File: src/rtl/serial_sub.sv
// serial_sub: bit-serial unsigned subtractor.
// Streams a WIDTH-bit operand pair LSB-first through one full-subtract cell,
// one bit per clock, with a registered borrow. Start/busy/done handshake,
// parallel registered difference and final borrow.
// Optional feature macro: SERIAL_SUB_BIN_EN adds the bin port that seeds the
// borrow chain (for chaining multi-word subtractions); without it the borrow
// chain is seeded with 0.
module serial_sub #(
  parameter int WIDTH = 8
) (
  input  logic             clk,
  input  logic             rst,
  input  logic             start,
  input  logic [WIDTH-1:0] a,
  input  logic [WIDTH-1:0] b,
`ifdef SERIAL_SUB_BIN_EN
  input  logic             bin,
`endif
  output logic             busy,
  output logic             done,
  output logic [WIDTH-1:0] diff,
  output logic             bout
);

  localparam int CW = $clog2(WIDTH + 1);
  localparam logic [CW-1:0] LAST_BIT = CW'(WIDTH - 1);

  typedef enum logic [1:0] {
    ST_IDLE  = 2'd0,
    ST_SHIFT = 2'd1,
    ST_DONE  = 2'd2
  } state_t;

  // One full-subtract cell: returns {borrow_out, difference_bit}.
  function automatic logic [1:0] fsub_cell(input logic x, input logic y, input logic bi);
    logic d;
    logic bo;
    d  = x ^ y ^ bi;
    bo = (~x & y) | (~(x ^ y) & bi);
    return {bo, d};
  endfunction

  state_t           state_r;
  logic [WIDTH-1:0] sa_r;
  logic [WIDTH-1:0] sb_r;
  logic [WIDTH-1:0] res_r;
  logic             br_r;
  logic [CW-1:0]    count_r;

  logic [1:0]       cell_s;
  logic [WIDTH-1:0] res_next_s;
  logic             bin_seed_s;

`ifdef SERIAL_SUB_BIN_EN
  assign bin_seed_s = bin;
`else
  assign bin_seed_s = 1'b0;
`endif

  // Current bit through the subtract cell and the result register after shifting it in.
  always_comb begin
    cell_s     = fsub_cell(sa_r[0], sb_r[0], br_r);
    res_next_s = {cell_s[0], res_r[WIDTH-1:1]};
  end

  // Sequencer: operand capture, bit-serial borrow chain and registered outputs.
  always_ff @(posedge clk or posedge rst) begin
    if (rst) begin
      state_r <= ST_IDLE;
      sa_r    <= '0;
      sb_r    <= '0;
      res_r   <= '0;
      br_r    <= 1'b0;
      count_r <= '0;
      busy    <= 1'b0;
      done    <= 1'b0;
      diff    <= '0;
      bout    <= 1'b0;
    end else begin
      case (state_r)
        ST_IDLE, ST_DONE: begin
          // A new request is accepted in DONE as well, giving WIDTH+1 cycle throughput.
          done <= 1'b0;
          if (start) begin
            sa_r    <= a;
            sb_r    <= b;
            br_r    <= bin_seed_s;
            count_r <= '0;
            busy    <= 1'b1;
            state_r <= ST_SHIFT;
          end else begin
            busy    <= 1'b0;
            state_r <= ST_IDLE;
          end
        end
        ST_SHIFT: begin
          sa_r    <= sa_r >> 1;
          sb_r    <= sb_r >> 1;
          br_r    <= cell_s[1];
          res_r   <= res_next_s;
          count_r <= count_r + CW'(1);
          if (count_r == LAST_BIT) begin
            // Outputs take the final values on the same edge, so done/diff/bout appear together.
            diff    <= res_next_s;
            bout    <= cell_s[1];
            done    <= 1'b1;
            busy    <= 1'b0;
            state_r <= ST_DONE;
          end else begin
            busy    <= 1'b1;
            state_r <= ST_SHIFT;
          end
        end
        default: begin
          state_r <= ST_IDLE;
          busy    <= 1'b0;
          done    <= 1'b0;
        end
      endcase
    end
  end

endmodule

File: config.mk
export PLATFORM = sky130hd
export DESIGN_NAME = serial_sub
export DESIGN_NICKNAME = d
export VERILOG_FILES = /design/src/rtl/serial_sub.sv
export SDC_FILE = /design/constraint.sdc
export NUM_CORES = 1
export LEC_CHECK = 0
export CAP_MARGIN = 20
export CORE_MARGIN = 2
export CORE_UTILIZATION = 35
export CTS_CLUSTER_DIAMETER = 40
export DETAILED_ROUTE_END_ITERATION = 12
export HOLD_SLACK_MARGIN = 0.02
export PLACE_DENSITY = 0.71
export SYNTH_ARGS = -nofsm -noshare
export SYNTH_HDL_FRONTEND = slang
export SYNTH_SLANG_ARGS = --single-unit
File: constraint.sdc
create_clock -name clk -period 1.5 [get_ports clk]
set_input_delay 0.3 -clock clk [delete_from_list [all_inputs] [get_ports clk]]
set_output_delay 0.3 -clock clk [all_outputs]
set_load 0.005 [all_outputs]
**Word level (Yosys, flattened, before mapping)**

Cells that the tools add are included.

- Output and inout port bits: 11
- Bits in registers: 42
- Latch bits: 0
- Memory bits (read-only): 0
- Memories: 0
- Bits of input ports: 19
- RAM bits: 0

- Div/mod/pow operators: 0
- Multiplexer cells: 16
- Magnitude comparators: 0
- $mul: 0
- Add/sub/neg operators: 1
- Equality and inequality tests: 5
- Reductions and logical operators: 5
- Shift operators: 0
- Bitwise gates (word level): 7

Operator list:

| operator | count |
|---|---|
| case mux 8 bit (2 select lines) | 2 |
| 2-to-1 mux 8 bit | 2 |
| case mux 4 bit (2 select lines) | 1 |
| 2-to-1 mux 1 bit | 6 |
| adder 4 x 1 -> 4 bit (second input constant) | 1 |
| equality test 4 x 3 -> 1 bit (second input constant) | 1 |
| 2-to-1 mux 4 bit | 1 |
| != test 2 bit (second input constant) | 2 |
| case mux 1 bit (2 select lines) | 2 |
| case mux 2 bit (2 select lines) | 1 |
| AND reduction 2 bit | 2 |
| AND 1 bit | 2 |
| equality test 2 x 1 -> 1 bit (second input constant) | 1 |
| equality test 2 bit (second input constant) | 1 |
| logical NOT 2 bit | 1 |
| 2-to-1 mux 2 bit | 1 |
| inverter 1 bit | 2 |
| nonzero test 2 bit | 1 |
| OR reduction 2 bit | 1 |
| bitwise XOR 1 bit | 2 |
| OR 1 bit | 1 |

**Logic depth before layout (Yosys ltp)**

Gate-level depths: netlist of run 1.

- Depth in word-level cells: 5
- Mapped depth: 5

**Least setup slack after synthesis of run 1**

OpenSTA, ideal clock, no wires.

- Path kind: register -> register
- Start: reg count_r[0]
- End: reg diff[0]
- Stages on the path, launching flop included: 6
- Arrival: 1359 ps
- Data required time: 1375 ps
- Slack: 15 ps
- Cell sequence: dfrtp_1 -> ha_1 -> and3b_1 -> and2_4 -> buf_6 -> mux2_4

- Cells in the longest elaborated chain, start to end: 2

RTL lines:

| item | RTL line | source |
|---|---|---|
| start: declaration | 48 | `logic [CW-1:0] count_r;` |
| start signal: assignment | 101 | `count_r <= count_r + CW'(1);` |
| equality test 4 x 3 -> 1 bit | 102 | `if (count_r == LAST_BIT) begin` |
| AND reduction 2 bit (no source line) | -- |  |
| end signal: assignment | 104 | `diff <= res_next_s;` |
| end: declaration | 21 | `output logic [WIDTH-1:0] diff,` |

No other way between the ends.
A chain may end at the register's enable or synchronous reset.

**Final worst setup path of run 1**

- Start: reg count_r[1]
- End: reg diff[6]

Same word-level chain as after synthesis.

==> results of run 1 <==
==> cell usage after synthesis (all sizes together), types with 2 or more instances <==
cell type / instances / area (um^2)
dfrtp: 40 / 1000
nor2b: 3 / 18.8
nand2: 35 / 131
mux2i: 2 / 20.0
nand3: 13 / 65.1
buf: 7 / 43.8
inv: 3 / 11.3
clkbuf: 3 / 11.3
a21oi: 2 / 10.0
a22oi: 13 / 97.6
mux2: 8 / 120
nor2: 4 / 15.0
nand2b: 2 / 12.5
a22o: 4 / 35.0
==> worst max-delay path, cell delays in order (launching register included) <==
cell and delay, ns:
dfrtp_1 0.41, ha_1 0.22, and3b_2 0.23, and2_4 0.20, mux2_4 0.30
==> through the flow <==
stage / cell area [um^2] / instances / hold WS [ns]
2_1_floorplan: 1690 / 149 / 0.428
3_3_place_gp: 2110 / 235 / 0.455
3_5_place_dp: 2110 / 235 / 0.475
4_1_cts: 2210 / 243 / 0.362
6_report: 2230 / 244 / 0.361
5_1_grt: 2230 / 244 / 0.375
==> power breakdown <==
group	leakage, nW	total [mW]	switching (mW)	internal (mW)
logic	0.536	1.83	0.831	1.00
registers	0.507	1.84	0.286	1.55
clock network	0.0434	0.737	0.365	0.372
total	1.09	4.41	1.48	2.93
==> cells in the final DEF, fill, tap and decap left out, types with 3 or more instances in the layout <==
cell type	count
a22o_1	4
a22oi_1	13
buf_4	10
clkdlybuf4s50_1	26
nor2_1	4
clkbuf_8	6
nand3_1	13
inv_1	3
mux2_4	8
nand2_1	35
dfrtp_1	40
==> sequential cells by signal (all words and copies together), names as in the netlist <==
signal and flops:
bout 1, br_r 1, count_r 4, diff 8, done 1, res_r 7
sa_r 8, sb_r 8, state_r 2
==> worst paths after layout <==
path	endpoint	slack [ns]
setup / recovery	diff[6]	0.03
hold / removal	diff[6]	0.36
setup reg to reg	diff[6]	0.03
hold reg to reg	count_r[3]	0.48
max in group asynchronous	sa_r[4]	0.94
min in group clk	count_r[3]	0.48
==> cell type report <==
type                            count  area (um^2)  area share, %
Sequential cell                    40         1000           44.9
Multi-Input combinational cell     97          632           28.3
Timing Repair Buffer               42          420           18.9
Clock buffer                        6         82.6           3.70
Tap cell                           54         67.6           3.03
Clock inverter                      2         15.0          0.673
Inverter                            3         11.3          0.505
==> timing repair <==
item                                    in CTS  in global routing
cloned                                       0                  1
gates resized for setup                      1                  5
endpoints found under the setup margin       1                 10
hold buffers                                 0                  0
==> per-layer routing <==
layer / wire length (um) / vias up
li1: - / 589
met1: 1650 / 569
met2: 1610 / 27
met3: 112 / 4
met4: 44 / 0
met5: 0 / -
==> cells by family after synthesis <==
kind of cell | synth area share [%]
adder cells (fa/ha/maj) | 1.93
AND/OR/NAND/NOR | 16.1
multiplexers | 8.31
XOR/XNOR | 0.519
flip-flops | 59.3
AO/OA/AOI/OAI | 9.87
buffers and inverters | 3.93
==> flow_results.org, run 1 <==
** Floorplanning
- Width of the die :: around 73 um
- From bottom edge to top edge, the die measures 73.4 um.
- 30 I/O pins were placed.
- DIE AREA :: 5390 um^2
- Core Area :: 4690 um^2
- Row Count :: 25
- Initial core utilization :: 35.9%

** Timing
- Slew Limit Headroom :: 84.0%
- Fin crit period :: 1.47 ns
- Setup violations remaining at the end of the flow were counted as 0.
- TNS Setup :: 0 ns
- Derived from the worst setup path, the maximum achievable clock frequency is 0.682 GHz.
- For the pin with the worst max-slew slack, the measured transition is between 0.2 and 0.25 ns.
- The final hold violation count was 0.
- The number of max-slew violations in the final report was 0.
- Between clock sinks in the finished design, the worst skew comes to 0.00804 ns.
- Across all setup checks in the final design, the least slack found is 0.0346 ns.
- Final clock period utilization by the worst path :: 97.7%

** Place
- Post-DP HPWL :: about 2300 um
- Before CTS, the worst setup slack after placement is -0.0452 ns.
- Final estimated routing congestion in global placement :: 0.717
- During placement, the flow inserted port buffers numbering 29.

** Synthesis
- Synthesis produced a netlist whose cell count is 149.
- When the netlist entered floorplanning its net count stood at 170.
- Post-synthesis instance area :: between 1500 and 2000 um^2
- The number of different library cells used by synthesis comes to 26.
- For this run, the leading register cell type out of synthesis is dfrtp_1.
- Of the synthesized area, sequential elements account for 59.3%.
- A synthesized cell averages 11.3 um^2.
- After synthesis the netlist holds a flip-flop and latch count of 40.
- The Yosys step of the flow raised 0 warnings.
- Yosys mapped a number of flops with a built-in enable equal to 0.
- Of all flip-flops after synthesis, the portion carrying an async set or reset was 100%.

** Clock network
- After clock tree synthesis, the clock-pin slew on the worst setup and hold paths is 0.08 ns.
- Postcts setup bufs :: 0
- Master cell of the clock root buffer :: clkbuf_8
- Clock Latency Late Sink :: 0.29 ns
- Maximum level of the CTS H-tree :: 2
- CTS Buf Count :: 5
- The clock net in this run drives a total of 40 sinks.
- TritonCTS built the clock tree.
- Counting along the longest clock path gives a buffer depth of 2.

** Global routing
- GR Overflow Total :: 0
- Global routing usage on met2 :: a little under a quarter
- Met3 usage :: 3.29%
- After global routing, the most crowded layer is met2.
- The via count of the first global-routing pass came to roughly 1200.
- The number of antenna violations at the first check in global routing is 0.
- Global-route met1 utilization :: 18.7%
- Pin count of the biggest net entering global routing :: 41
- Across every metal layer, demand over resource in global routing totals ~14%.
- Global-route wire length before repair :: 5840 um

** Drt
- First drt pass iteration count :: 4
- In this run, the number of DRC markers left after iteration 0 of detailed routing was 100.
- Post-DR vias/cell :: 4.87
- In the final routed layout, each cell accounts on average for 14.0 um.
- Wires add up to 3410 um.
- In the routed design, unresolved DRC markers number 0.
- The detail route stage leaves a number of antenna-violating nets equal to 0.
- For this block, the via count after detailed routing is 1189.

** Finish
- For this run, the share of the core covered by cells in the final layout is 47.5%.
- From synthesis to final layout, the design area changed by 32.2%.
- Fill cells in the final layout number roughly 430.
- Cells with a size suffix above 1 make up 17.4% of the layout.
- Net count reported at finish :: 210
- The repair_antennas step left the layout with diodes totalling 0.

** Worst hold path
- Tightest Hold Check Type :: in2async

** Worst setup path
- Critical path endpoint category :: register
- The worst setup path is of the reg2reg kind.
- STA puts the critical path data arrival time at ~1.6 ns.
- The critical path starts at count_r[1].
- The worst register-to-register path has a depth of 4.
- The worst register-to-register path begins at count_r[1].
- Critical path peak fanout :: 5
- Data required, critical path :: 1.68 ns
- STA classifies the critical path startpoint as a register.

** Power
- Final Total Pwr :: 4.41 mW
- Power density cells :: 1980 nW/um^2
- For this design the static power due to leakage is 1.09 nW.
- Across the VDD grid, the largest voltage drop is 0.638 mV.

** Job
- Total of max-cap violations :: 0

** Run status
- The flow ran to the end, and the final reports show no timing, DRC or antenna violations.
Note: power is estimated with default switching activity, not from simulation.
==> run 2: changes to the inputs <==
--- a/config.mk
+++ b/config.mk
@@ -8,6 +8,7 @@
 export CAP_MARGIN = 20
 export CORE_MARGIN = 2
 export CORE_UTILIZATION = 35
+export CTS_BUF_LIST = sky130_fd_sc_hd__clkbuf_4
 export CTS_CLUSTER_DIAMETER = 40
 export DETAILED_ROUTE_END_ITERATION = 12
 export HOLD_SLACK_MARGIN = 0.02
==> constraint.sdc (replaced) <==
create_clock -name clk -period 1.5 [get_ports clk]
set_input_delay 0.3 -clock clk [delete_from_list [all_inputs] [get_ports clk]]
set_output_delay 0.3 -clock clk [all_outputs]
set_load 0.1 [all_outputs]
==> run 2 against run 1 <==
Net effect:
- sequential share of layout area decreased by 1.4 points
- global-route usage decreased by 0.13 points
- register-to-register slack about the same
- cell area increased by 3.5%
- sequential cell count unchanged
- wire length increased by 2.5%
- critical path type unchanged
- largest cell class unchanged
==> flow_results.org, run 2 (synthesis gave the netlist of run 1 again) <==
** Run status
- The run finished with clean final reports.

** Finish
- The fraction of final layout cells with drive strength greater than 1 is 23.6% (+6.2 points).
- Fill cell count :: 420 (-2.8%)
- Net count reported at finish :: 213 (+1.4%)
- Top Registers :: diff: 8 flops, sa_r: 8 flops, sb_r: 8 flops
- Final non-filler cell total :: 245 (+0.41%)
- The multi-input combinational cell area came to 634 um^2 (+0.40%).
- Most common cell after layout, fill and taps aside :: dfrtp_1
- The area used by sequential logic in the layout came to 1000 um^2 (+0.37%).
- The utilization of the core after routing came to 49.2% (+1.7 points).
- Ant diodes :: 0 (unchanged)
- Most frequent cells in the layout :: dfrtp_1, nand2_1, clkdlybuf4s50_1
- Area grow syn2layout :: 36.9%

** Timing
- The relative slew slack is 74.1% (-10 points).
- Hold Violations, Final :: 0 (unchanged)
- The post-route clock skew was 0.00705 ns (-0.000989 ns).
- Setup repair after global routing missed its margin :: yes
- The timing-limited maximum frequency was 0.680 GHz (-0.33%).
- The clock period minus final worst setup slack came to 1.47 ns (+0.00490 ns).
- The post-route worst setup slack was 0.0297 ns (-0.00490 ns).
- TNS Setup :: 0 ns (unchanged)
- Final clock period utilization by the worst path :: 98.0% (+0.33 points)
- The final count of negative-setup-slack endpoints was 0 (unchanged).
- The number of max-slew violations in the final report was 0 (unchanged).
- The transition time at the pin with the least slew margin was 0.389 ns (+0.149 ns).

** Power
- Power density cells :: 2380 nW/um^2 (+20%)
- Worst vdd rail ir drop :: 0.838 mV (+31%)
- Switching power share of the total :: 44.3% (+11 points)
- The post-route total power is 5.50 mW (+25%).
- Gate power share :: 55.9% (+14 points)
- Leakage power total :: 1.12 nW (+3.2%)
- The part of the power in registers was 35.0% (-6.7 points).
- The part of the power in the clock network came to 9.1% (-7.6 points).
- The net switching power of the design is 2.44 mW (+65%).
- The internal power component was 3.06 mW (+4.5%).

** Clock network
- TritonCTS built the clock tree.
- Post-CTS Resized :: 0 (-1)
- Clock net sink count :: 40 (unchanged)
- The total clock buffers created by CTS came to 5 (unchanged).
- Maximum level of the CTS H-tree :: 2 (unchanged)
- CTS hold repair buffers :: 0 (unchanged)
- The latest clock arrival within the worst-skew pair came to 0.33 ns (+0.04 ns).
- Master cell of the clock root buffer :: clkbuf_4
- The worst-case clock buffer depth is 2 (unchanged).
- Worst-path clk slew :: 0.11 ns (+0.03 ns)

** Global routing
- All-layer global routing usage :: 13.9% (-0.13 points)
- Global routing usage on met2 :: 21.8% (-0.70 points)
- Via count of the first global-routing pass :: 1214 (-2.4%)
- Pin count of the biggest net entering global routing :: 26 (-37%)
- Global-route wire length before repair :: 5700 um (-2.5%)
- The number of antenna violations at the first check in global routing was 0 (unchanged).
- Global-route met1 utilization :: 18.8% (+0.049 points)
- GR Overflow Total :: 0 (unchanged)
- After global routing, the most crowded layer is met2.
- The met3 track utilization from global routing is 3.98% (+0.69 points).

** Floorplanning
- The vertical die dimension was 73.4 um (unchanged).
- The floorplan die area was 5390 um^2 (unchanged).
- The die width is 73.4 um (unchanged).
- Initial core utilization :: 35.9% (unchanged)
- The core area was 4690 um^2 (unchanged).
- Row Count :: 25 (unchanged)
- The number of I/O pins came to 30 (unchanged).

** Worst setup path
- Critical path peak fanout :: 4 (-1)
- STA classifies the critical path endpoint as a register.
- Arrival time of data at the critical path endpoint :: 1.70 ns (+0.06 ns)
- Family with the most delay on the worst path :: simple AND/OR/NAND/NOR gates
- The critical path goes through ha_1 > and3b_1 > and2_2 > mux2_4.
- The largest individual stage delay along the critical path comes from the cell dfrtp_1.
- The number of buffers and inverters on the critical path came to 0 (unchanged).
- The data required time of the critical path came to 1.73 ns (+0.05 ns).
- Type of origin of the critical path :: register
- The critical path's largest stage delay came to 0.41 ns (about the same).
- The critical path in this run is classified as reg2reg.

** Place
- Final estimated routing congestion in global placement :: 0.717 (about the same)
- Placed insts :: 234 (-0.43%)
- Worst Setup Slack post-DPL :: -0.0703 ns (-0.0251 ns)
- Number of port buffers :: 29 (unchanged)
- Post-DP HPWL :: 2460 um (+5.4%)

** Worst hold path
- The min-delay analysis places its worst path in the category in2async.

** Drt
- The number of design-rule violations left by the first detailed-router iteration came to 48 (-52%).
- The total DRC errors in the routed layout is 0 (unchanged).
- Routed WL per cell :: 14.3 um (+2.1%)
- Total number of vias :: 1245 (+4.7%)
- The remaining antenna violation count came to 0 (unchanged).
- Post-DR vias/cell :: 5.08 (+4.3%)
- The number of detailed-route iterations in the first pass came to 4 (unchanged).
- Final Routed Wirelength :: 3500 um (+2.5%)

** Job
- The max capacitance violation total was 0 (unchanged).
## run 2: changes by cell type in the layout (fill, tap and decap cells not counted), moves of 2 or more
cell / delta
buf_4: +4
dlymetal6s2s_1: -2
clkbuf_8: -6
clkbuf_4: +6
buf_12: +11
clkinvlp_4: -2
clkdlybuf4s50_1: -8
## run 2: power groups by stage
stage | registers, mW | clock network [mW] | logic (mW)
floorplan | 2.72 | 0 | 1.17
global placement | 1.94 | 0 | 2.94
detailed placement | 1.96 | 0 | 3.01
CTS | 1.93 | 0.519 | 3.02
global route | 1.98 | 0.561 | 3.32
finish | 1.93 | 0.499 | 3.08
## run 2: through the flow
stage | cell area, um^2 | hold WS, ns
3_5_place_dp | 2230 | 0.460
6_report | 2310 | 0.234
2_1_floorplan | 1700 | 0.428
4_1_cts | 2280 | 0.222
5_1_grt | 2310 | 0.246
3_3_place_gp | 2230 | 0.454
## run 2: timing repair
item                       CTS  global route
setup buffers                1             3
pin swaps                    1             0
cloned                       0             1
setup endpoints to repair    6             9
hold endpoints to repair     0             0
## run 2: cell type report
class | instances | area share, %
clock buffers | 6 | 1.95
repair buffers | 45 | 23.6
inverters | 3 | 0.488
flip-flops and latches | 40 | 43.5
well taps | 54 | 2.93
multi-input cells | 97 | 27.5
## run 2: path summary, 6_finish.rpt
kind,slack (ns),end,cells past startpoint,start
worst max-delay path,0.03,diff[2],4,count_r[0]
worst min-delay path,0.23,state_r[0],2,rst
worst max register to register,0.03,diff[2],4,count_r[0]
worst min register to register,0.47,count_r[3],1,count_r[3]
max in group asynchronous,0.80,sa_r[3],3,rst
min in group clk,0.47,count_r[3],1,count_r[3]
## run 2: worst reg2reg max path: stages, from the launching register on
cell and delay, ns:
dfrtp_1 0.41, ha_1 0.22, and3b_1 0.20, and2_2 0.23, mux2_4 0.31
## run 2: routing by layer
metal / up-vias / routed length, um
li1: 600 / -
met3: 2 / 166
met5: - / 0
met2: 31 / 1680
met4: 0 / 13
met1: 612 / 1640
==> run 3: changes to the inputs <==
--- a/config.mk
+++ b/config.mk
@@ -8,7 +8,6 @@
 export CAP_MARGIN = 20
 export CORE_MARGIN = 2
 export CORE_UTILIZATION = 35
-export CTS_BUF_LIST = sky130_fd_sc_hd__clkbuf_4
 export CTS_CLUSTER_DIAMETER = 40
 export DETAILED_ROUTE_END_ITERATION = 12
 export HOLD_SLACK_MARGIN = 0.02
==> run 3 against run 2 <==
Net effect:
- first-iteration DRC count increased by 21%
- worst setup slack improved by 0.029 ns
- cell count unchanged
- via count decreased by 1.6%
==> flow_results.org, run 3 (synthesis gave the netlist of run 1 again) <==
** Drt
- Post-DR vias/cell :: 5.00 (-1.6%)
- The remaining antenna violation count came to 0 (unchanged).
- The total DRC errors in the routed layout is 0 (unchanged).
- The post-detailed-route wirelength per cell was 14.2 um (-0.31%).
- Final Routed Wirelength :: 3480 um (-0.31%)
- The total vias in the final route was 1225 (-1.6%).
- Detailed router's first-iteration violation count :: 58 (+21%)
- The number of detailed-route iterations in the first pass is 4 (unchanged).

** Worst hold path
- In this run the worst hold path is classified as in2async.

** Timing
- Final clock period utilization by the worst path :: 96.1% (-1.9 points)
- Hold Violations, Final :: 0 (unchanged)
- Transition at the pin with the smallest max-transition slack :: 0.375 ns (-0.0133 ns)
- The final count of negative-setup-slack endpoints was 0 (unchanged).
- The post-route clock skew is 0.00473 ns (-0.00232 ns).
- The number of max-slew violations in the final report was 0 (unchanged).
- Highest achievable clock rate :: 0.694 GHz (+2.0%)
- The clock period minus final worst setup slack is 1.44 ns (-0.0292 ns).
- Setup repair after global routing missed its margin :: no
- The relative slew slack is 74.9% (+0.89 points).

** Power
- Switching power :: 2.47 mW (+1.2%)
- The standby leakage power is 1.13 nW (+0.78%).
- The maximum vdd ir drop is 0.825 mV (-1.5%).
- Final Total Pwr :: 5.68 mW (+3.2%)
- Cell internal pwr :: 3.21 mW (+4.8%)
- The switching power share of the total was 43.5% (-0.85 points).
- The cell area power density is 2430 nW/um^2 (+1.9%).
- The part of the total power dissipated in combinational logic was 54.6% (-1.3 points).
- The part of the power in the clock network is 11.4% (+2.3 points).
- The part of the power in registers came to 34.0% (-1.0 points).

** Clock network
- Master cell of the clock root buffer :: clkbuf_8
- Clock net sink count :: 40 (unchanged)
- CTS Buf Count :: 5 (unchanged)
- Clock Latency Late Sink :: 0.29 ns (-0.04 ns)
- Maximum level of the CTS H-tree :: 2 (unchanged)
- CTS tree :: done
- Worst-path clk slew :: 0.07 ns (-0.04 ns)
- The count of hold buffers inserted by post-cts repair came to 0 (unchanged).
- Bufs on Longest Clock Path :: 2 (unchanged)

** Global routing
- Via count of the first global-routing pass :: 1213 (-0.082%)
- Pin count of the biggest net entering global routing :: 26 (unchanged)
- All-layer global routing usage :: 14.4% (+0.46 points)
- The remaining global-route overflow was 0 (unchanged).
- Initial antenna violation count :: 0 (unchanged)
- The first-pass GRT wire length came to 5750 um (+0.84%).

** Worst setup path
- Critical path endpoint category :: register
- The slowest stage of the critical path belongs to the cell dfrtp_1.
- By startpoint and endpoint, the worst setup path is classified as reg2reg.
- The number of buffers and inverters on the critical path was 0 (unchanged).
- Family with the most delay on the worst path :: simple AND/OR/NAND/NOR gates
- The worst endpoint data arrival time is 1.62 ns (-0.08 ns).
- Critical path peak fanout :: 5 (+1)
- STA classifies the critical path startpoint as a register.
- The critical path's largest stage delay was 0.40 ns (about the same).
- The signal on the critical path passes through ha_1 > and3b_2 > and2_4 > mux2_4.
- The data required time of the critical path came to 1.67 ns (-0.06 ns).

** Floorplanning
- The vertical die dimension is 73.4 um (unchanged).
- The die width was 73.4 um (unchanged).
- The floorplan die area is 5390 um^2 (unchanged).
- Core Area :: 4690 um^2 (unchanged)
- Top-level I/O count :: 30 (unchanged)
- Row Count :: 25 (unchanged)
- The starting utilization of the core area is 35.9% (unchanged).

** Finish
- Design Area, Final :: 2340 um^2 (+1.3%)
- The largest registers in the layout are diff: 8 flops, sa_r: 8 flops, sb_r: 8 flops.
- Fill cell count :: 419 (-0.24%)
- Fraction of layout instances using a drive strength above 1 :: 23.6% (unchanged)
- Leaving out fill and tap cells, the most frequent cells in the layout are dfrtp_1, nand2_1, clkdlybuf4s50_1.
- From synthesis to final layout, the design area changed by 38.6%.
- Leaving out fill and tap cells, the most frequent cell in the layout is dfrtp_1.
- The number of diodes is 0 (unchanged).
- The total number of nets in the final design came to 213 (unchanged).

** Job
- The max capacitance violation total is 0 (unchanged).

** Run status
- Result of the run :: complete, no violations

** Place
- Post-DP HPWL :: 2460 um (unchanged)
- The total cell area at the placement stage was 2230 um^2 (unchanged).
- The global placement routability congestion came to 0.717 (unchanged).
- The total of buffers placed on input and output ports was 29 (unchanged).
[run 3: cell counts in the layout (fill, tap and decap cells not counted)]
Identical to the previous run, type by type.
[run 3: cell type report]
class / instances / area [um^2] / area share, %
clock buffers: 6 / 72.6 / 3.10
inverters: 3 / 11.3 / 0.482
multi-input cells: 97 / 637 / 27.2
flip-flops and latches: 40 / 1000 / 43.0
well taps: 54 / 67.6 / 2.89
repair buffers: 45 / 546 / 23.3
[run 3: metal layers]
layer	GRT usage (%)	part of all wire (%)	vias to the layer above	wire length, um
met5	0	0	-	0
met2	21.8	46	32	1610
met4	7.27	2.1	0	74
met3	3.57	4.8	7	167
li1	-	-	596	-
met1	19.1	47	590	1630
[run 3: worst paths after layout]
kind                             from          to  slack [ns]  depth (start not counted)
min                               rst  state_r[0]        0.28                          2
max reg2reg                count_r[0]     diff[5]        0.06                          4
min reg2reg                count_r[3]  count_r[3]        0.46                          1
min in group clk           count_r[3]  count_r[3]        0.46                          1
max                        count_r[0]     diff[5]        0.06                          4
max in group asynchronous         rst     sa_r[3]        0.76                          3
[run 3: per-stage QoR]
stage	utilization (%)	setup WS [ns]	hold WS, ns	TNS [ns]	std cells
final	49.8	0.0589	0.282	0	245
after CTS	49.0	0.00237	0.286	0	240
after floorplan	-	0.00569	0.428	0	149
after global placement	47.4	-0.0317	0.454	-0.231	234
after detailed placement	47.4	-0.0703	0.460	-0.618	234
after global routing	49.8	0.00130	0.315	0	245
[run 3: power by group through the flow]
stage	combinational [mW]	clock, mW	sequential, mW
3_5_place_dp	3.01	0	1.96
6_report	3.10	0.645	1.93
3_3_place_gp	2.94	0	1.94
2_1_floorplan	1.17	0	2.72
4_1_cts	3.02	0.666	1.94
5_1_grt	3.34	0.713	1.99
[run 3: repair_timing]
action                                  in CTS  in global routing
resized for setup                            0                  2
cloned                                       0                  1
endpoints found under the setup margin       2                  9
pin swaps                                    1                  0
hold endpoints to repair                     0                  0
buffers inserted                             0                  4
